`config.mk`:
```
export PLATFORM = sky130hd
export DESIGN_NAME = divider_32bit
export DESIGN_NICKNAME = d
export VERILOG_FILES = /design/src/rtl/divider_32bit_pkg.sv /design/src/rtl/adder_1bit.sv /design/src/rtl/subtractor_32bit.sv /design/src/rtl/divider_32bit.sv
export SDC_FILE = /design/constraint.sdc
export NUM_CORES = 1
export LEC_CHECK = 0
export CAP_MARGIN = 0
export CORE_ASPECT_RATIO = 1.2
export CORE_MARGIN = 1.5
export CORE_UTILIZATION = 29
export DETAILED_ROUTE_END_ITERATION = 7
export GPL_ROUTABILITY_DRIVEN = 0
export PLACE_DENSITY = 0.62
export SYNTH_ARGS = -nofsm -noshare
export SYNTH_HDL_FRONTEND = slang
export SYNTH_HIERARCHICAL = 1
export SYNTH_SLANG_ARGS = --single-unit
export TNS_END_PERCENT = 5
```
`constraint.sdc`:
```
create_clock -name clk -period 14.5 [get_ports clk]
set_clock_uncertainty 0.2 [all_clocks]
set_input_delay 2.175 -clock clk [delete_from_list [all_inputs] [get_ports clk]]
set_output_delay 2.175 -clock clk [all_outputs]
set_load 0.1 [all_outputs]
```
`src/rtl/divider_32bit_pkg.sv`:
```
// Shared constants and state encoding for the multi-cycle restoring divider.
package divider_32bit_pkg;

   localparam int unsigned DIV_W = 32;
   localparam int unsigned CNT_W = 5;

   localparam logic [CNT_W-1:0] CNT_LAST     = 5'd31;
   localparam logic [DIV_W-1:0] DBZ_QUOTIENT = 32'hFFFF_FFFF;

   typedef enum logic [1:0] {
      ST_IDLE = 2'd0,
      ST_RUN  = 2'd1,
      ST_DONE = 2'd2
   } state_t;

endpackage

```
`src/rtl/adder_1bit.sv`:
```
// Single-bit full adder cell shared by the datapath's ripple arithmetic.
module adder_1bit (
   input  logic i_a,
   input  logic i_b,
   input  logic i_cin,
   output logic o_sum,
   output logic o_cout
);

   logic w_p;

   assign w_p    = i_a ^ i_b;
   assign o_sum  = w_p ^ i_cin;
   assign o_cout = (i_a & i_b) | (i_cin & w_p);

endmodule

```
`src/rtl/subtractor_32bit.sv`:
```
// Ripple subtractor: out = input1 - input2 as input1 + ~input2 + 1.
// borrow_n is the final carry-out, high when input1 >= input2.
module subtractor_32bit
   import divider_32bit_pkg::*;
(
   input  logic [DIV_W-1:0] input1,
   input  logic [DIV_W-1:0] input2,
   output logic [DIV_W-1:0] out,
   output logic             borrow_n
);

   logic [DIV_W:0] w_carry;

   assign w_carry[0] = 1'b1;

   for (genvar g = 0; g < DIV_W; g++) begin : g_cell
      adder_1bit u_add (
         .i_a    (input1[g]),
         .i_b    (~input2[g]),
         .i_cin  (w_carry[g]),
         .o_sum  (out[g]),
         .o_cout (w_carry[g+1])
      );
   end

   assign borrow_n = w_carry[DIV_W];

endmodule

```
`src/rtl/divider_32bit.sv`:
```
// Unsigned 32-bit restoring divider: one shift-and-subtract step per clock,
// start/busy/done handshake, divide-by-zero short-circuits straight to DONE.
module divider_32bit
   import divider_32bit_pkg::*;
(
   input  logic             clk,
   input  logic             reset,
   input  logic             start,
   input  logic [DIV_W-1:0] dividend,
   input  logic [DIV_W-1:0] divisor,
   output logic [DIV_W-1:0] quotient,
   output logic [DIV_W-1:0] remainder,
   output logic             busy,
   output logic             done,
   output logic             div_by_zero
);

   state_t             r_state;
   state_t             w_state_next;
   logic [CNT_W-1:0]   r_count;
   logic [DIV_W-1:0]   r_q;
   logic [DIV_W-1:0]   r_r;
   logic [DIV_W-1:0]   r_divisor;
   logic               r_dbz;

   logic               w_accept;
   logic               w_div_zero;
   logic [DIV_W-1:0]   w_s;
   logic               w_h;
   logic [DIV_W-1:0]   w_d;
   logic               w_borrow_n;

   assign w_accept   = start && (r_state != ST_RUN);
   assign w_div_zero = (divisor == '0);

   // Shifted partial remainder; the bit shifted out of R must force a subtract.
   assign w_s = {r_r[DIV_W-2:0], r_q[DIV_W-1]};
   assign w_h = r_r[DIV_W-1];

   subtractor_32bit u_sub (
      .input1   (w_s),
      .input2   (r_divisor),
      .out      (w_d),
      .borrow_n (w_borrow_n)
   );

   // NOTE: the default assignment first keeps this block free of inferred latches.
   always_comb begin
      w_state_next = r_state;
      case (r_state)
         ST_IDLE, ST_DONE: begin
            if (w_accept) w_state_next = w_div_zero ? ST_DONE : ST_RUN;
            else          w_state_next = ST_IDLE;
         end
         ST_RUN:  if (r_count == CNT_LAST) w_state_next = ST_DONE;
         default: w_state_next = ST_IDLE;
      endcase
   end

   // NOTE: non-blocking assignments so every register samples pre-edge values.
   always_ff @(posedge clk or posedge reset) begin
      if (reset) r_state <= ST_IDLE;
      else       r_state <= w_state_next;
   end

   always_ff @(posedge clk or posedge reset) begin
      if (reset) begin
         r_q       <= '0;
         r_r       <= '0;
         r_divisor <= '0;
         r_count   <= '0;
         r_dbz     <= 1'b0;
      end else if (w_accept) begin
         r_divisor <= divisor;
         r_count   <= '0;
         if (w_div_zero) begin
            r_q   <= DBZ_QUOTIENT;
            r_r   <= dividend;
            r_dbz <= 1'b1;
         end else begin
            r_q   <= dividend;
            r_r   <= '0;
            r_dbz <= 1'b0;
         end
      end else if (r_state == ST_RUN) begin
         r_count <= r_count + 1'b1;
         if (w_h || w_borrow_n) begin
            r_r <= w_d;
            r_q <= {r_q[DIV_W-2:0], 1'b1};
         end else begin
            r_r <= w_s;
            r_q <= {r_q[DIV_W-2:0], 1'b0};
         end
      end
   end

   assign quotient    = r_q;
   assign remainder   = r_r;
   assign div_by_zero = r_dbz;
   assign busy        = (r_state == ST_RUN);
   assign done        = (r_state == ST_DONE);

endmodule

```
==> impl_metrics.py <==
metrics = {
    "run_status": {
        "status": "complete, no violations",
    },
    "cells_and_area": {
        "fin_area_mm2": 0.007587,
        "drive_gt1_frac": 0.1859,
        "nets": 696,
        "n_antenna_cell": 0,
        "final_common_cell": "clkdlybuf4s50_1",
        "syn_to_final_growth_pct": 34.64,
        "layout_common_cells": "133 x clkdlybuf4s50_1, 103 x dfrtp_1, 63 x mux2_2",
        "final_core_util": 0.4009,
    },
    "floorplan": {
        "chipWidth_um": 130.3,
        "rows": 55,
        "io_pins": 134,
        "core-area_mm2": 0.01892,
        "die_h_um": 155.7,
        "die-area_mm2": 0.02028,
        "initial_core_util": 0.2978,
    },
    "sta": {
        "drv_slew": 0,
        "setup_viol": 0,
        "maxSlewHeadroom": 0.3157,
        "final.period_utilization": 0.9794,
        "fin_crit_ns": 14.20,
        "max_freq_mhz": 70.41,
        "hold_violations": 0,
        "worstMarginPinSlew_ns": 1.023,
    },
    "critical_path": {
        "timing.rr.start": "quotient[31]",
        "cp_slowest_cell": "fa_1",
        "required_ns": 14.53,
        "reg2reg_depth": 37,
        "cp-start-kind": "flip-flop",
        "worstReg2RegEnd": "remainder[14]",
        "cp_max_fo": 8,
        "rrSetupSlack_ns": 0.30,
        "critPathKind": "flip-flop to flip-flop",
        "startpoint": "quotient[31]",
        "cp-end-kind": "flip-flop",
        "crit_arrival_ns": 14.23,
        "cp_common_cell": "fa_1",
        "slowest_delay_ns": 0.43,
    },
    "placement": {
        "dp_hpwl_mm": 10.81,
        "post_dp_cell_area_mm2": 0.007224,
        "port_buffers": 133,
    },
    "yosys": {
        "synth-compound-area-share": 0.1483,
        "synth_top_family_by_area": "compound AO/OA/AOI/OAI gates",
        "synth_top_area_frac": 0.4618,
        "synth_mux_area_frac": 0.1259,
        "synth_edf_count": 0,
        "syn_nets": 573,
        "synthAdderAreaFrac": 0.1181,
        "synth_cells": 472,
        "synthSimpleGateAreaFrac": 0.09036,
        "synthTopCellsByArea": "dfrtp_1 46%, mux2_2 13%, fa_1 11%",
        "avgSynthCellArea_um2": 11.94,
        "ys_async_sr_fraction": 1.000,
        "ys_seq_area_frac": 0.4618,
        "yosysUniqueCellTypes": 33,
        "ys.flop_type": "dfrtp_1",
        "netlist.top_cell.by_area": "dfrtp_1",
        "ys_ff_latch": 104,
        "synth_xor_area_frac": 0.001554,
        "netlist_area_mm2": 0.005635,
        "yosys_warnings": 6,
    },
    "drt": {
        "avgRoutedWirePerCell_um": 18.48,
        "drcViolationCount": 0,
        "num_vias": 4284,
        "wl_met3_um": 724,
        "ant_nets": 0,
        "via_per_inst": 5.022,
        "m1WireLength_mm": 6.839,
        "wl_met2_mm": 8.015,
        "drt-pass1-iter-count": 4,
        "drt-total-wl_mm": 15.76,
        "top_layer": "met4",
        "drtIter0Drc": 227,
    },
    "grt": {
        "grt_max_degree": 73,
        "antenna_found_initial": 0,
        "grt-ovfl-total": 0,
        "grt_pass1_wl_mm": 24.56,
        "track_usage": 0.1584,
        "grt_pass1_vias": 4409,
    },
    "worst_hold_path": {
        "holdCritStartpoint": "div_by_zero",
        "hold_class": "flip-flop to flip-flop",
        "hold-path-endpoint": "div_by_zero",
        "hold_depth": 1,
    },
    "clock_network": {
        "cts_buffers": 9,
        "htree_levels": 3,
        "worst_skew_pair.late_latency_ns": 0.34,
        "path_clk_slew_ns": 0.07,
        "cts_tree": "yes",
        "clockBufferDepth": 2,
        "clockRootBuffer": "clkbuf_16",
        "cts_num_sinks": 104,
        "hold_buffers": 0,
    },
    "flow_run": {
        "cap_violations": 0,
    },
}
-- state kept, by name (all words and copies together), names as in the netlist --
name / cells
r_divisor: 32
r_count: 5
remainder: 32
r_state: 2
quotient: 32
div_by_zero: 1
-- per-stage QoR --
step	worst slack (ns)	instances	hold WS [ns]	setup TNS [ns]
after detailed placement	-0.08695	835	0.2841	-1.437
after global routing	-0.005578	853	0.3175	-0.01799
after floorplan	-0.001465	472	0.2649	-0.02771
after global placement	0.006828	835	0.2824	0
final	0.2981	853	0.3013	0
after CTS	0.02962	848	0.2991	0
-- cells by family (layout without fill, tap and decap cells) --
kind of cell / Yosys count / after routing
fa+ha+maj: 34 / 34
other cells: 1 / 1
compound gates: 107 / 107
flops: 104 / 104
xor+xnor: 1 / 1
mux: 63 / 63
simple gates: 93 / 93
buf+inv: 69 / 194
-- critical path, delay by kind of cell (launching register included) --
family / cells / cell delay (ns)
buffers and inverters: 2 / 0.30
DFF: 1 / 0.41
and+or+nand+nor: 1 / 0.17
muxes: 1 / 0.33
adders and majority gates: 32 / 12.35
AOI/OAI and AO/OA: 1 / 0.29
-- cell type report --
class                           count  area [um2]
Fill cell                        1801       11340
Multi-Input combinational cell    299        2778
Sequential cell                   104        2604
Timing Repair Buffer              146        1475
Tap cell                          256       320.3
Clock buffer                       12       246.5
Inverter                           35       133.9
Clock inverter                      1       30.03
-- cells in the mapped netlist (4+ instances only) --
cell and number:
nor2_1 5, o21ai_0 37, fa_1 32, buf_2 6, a2bb2oi_1 31, nor4_2 4
inv_1 34, mux2_2 63, nand2_1 39, nor4_1 4, clkbuf_1 22, a221o_1 32
dfrtp_1 104, and3_1 32
-- how the worst max path moves through the flow --
| stage | slack (ns) | cells after the start | endpoint |
|---|---|---|---|
| final | 0.30 | 37 | remainder[14] |
| after global routing | -0.006 | 37 | remainder[28] |
| after CTS | 0.03 | 36 | remainder[0] |
| after detailed placement | -0.09 | 36 | remainder[0] |
| after global placement | 0.007 | 36 | remainder[0] |
| after floorplan | -0.001 | 36 | remainder[24] |
-- metal layers --
metal / GRT usage / vias to the layer above
met5: 0 / -
met4: 0.05503 / 0
met3: 0.02401 / 16
met2: 0.2632 / 144
met1: 0.2091 / 2173
li1: - / 1951
-- repair_timing --
action                     CTS  global route
setup endpoints to repair   31            31
resized for setup            3             9
gates cloned                 0             1
hold endpoints to repair     0             0
pin swaps                    1             1
setup buffers                0             4
Power is left out: the tool's default activity adds up to more than one toggle a clock period on the data nets, which glitch-free logic cannot reach.
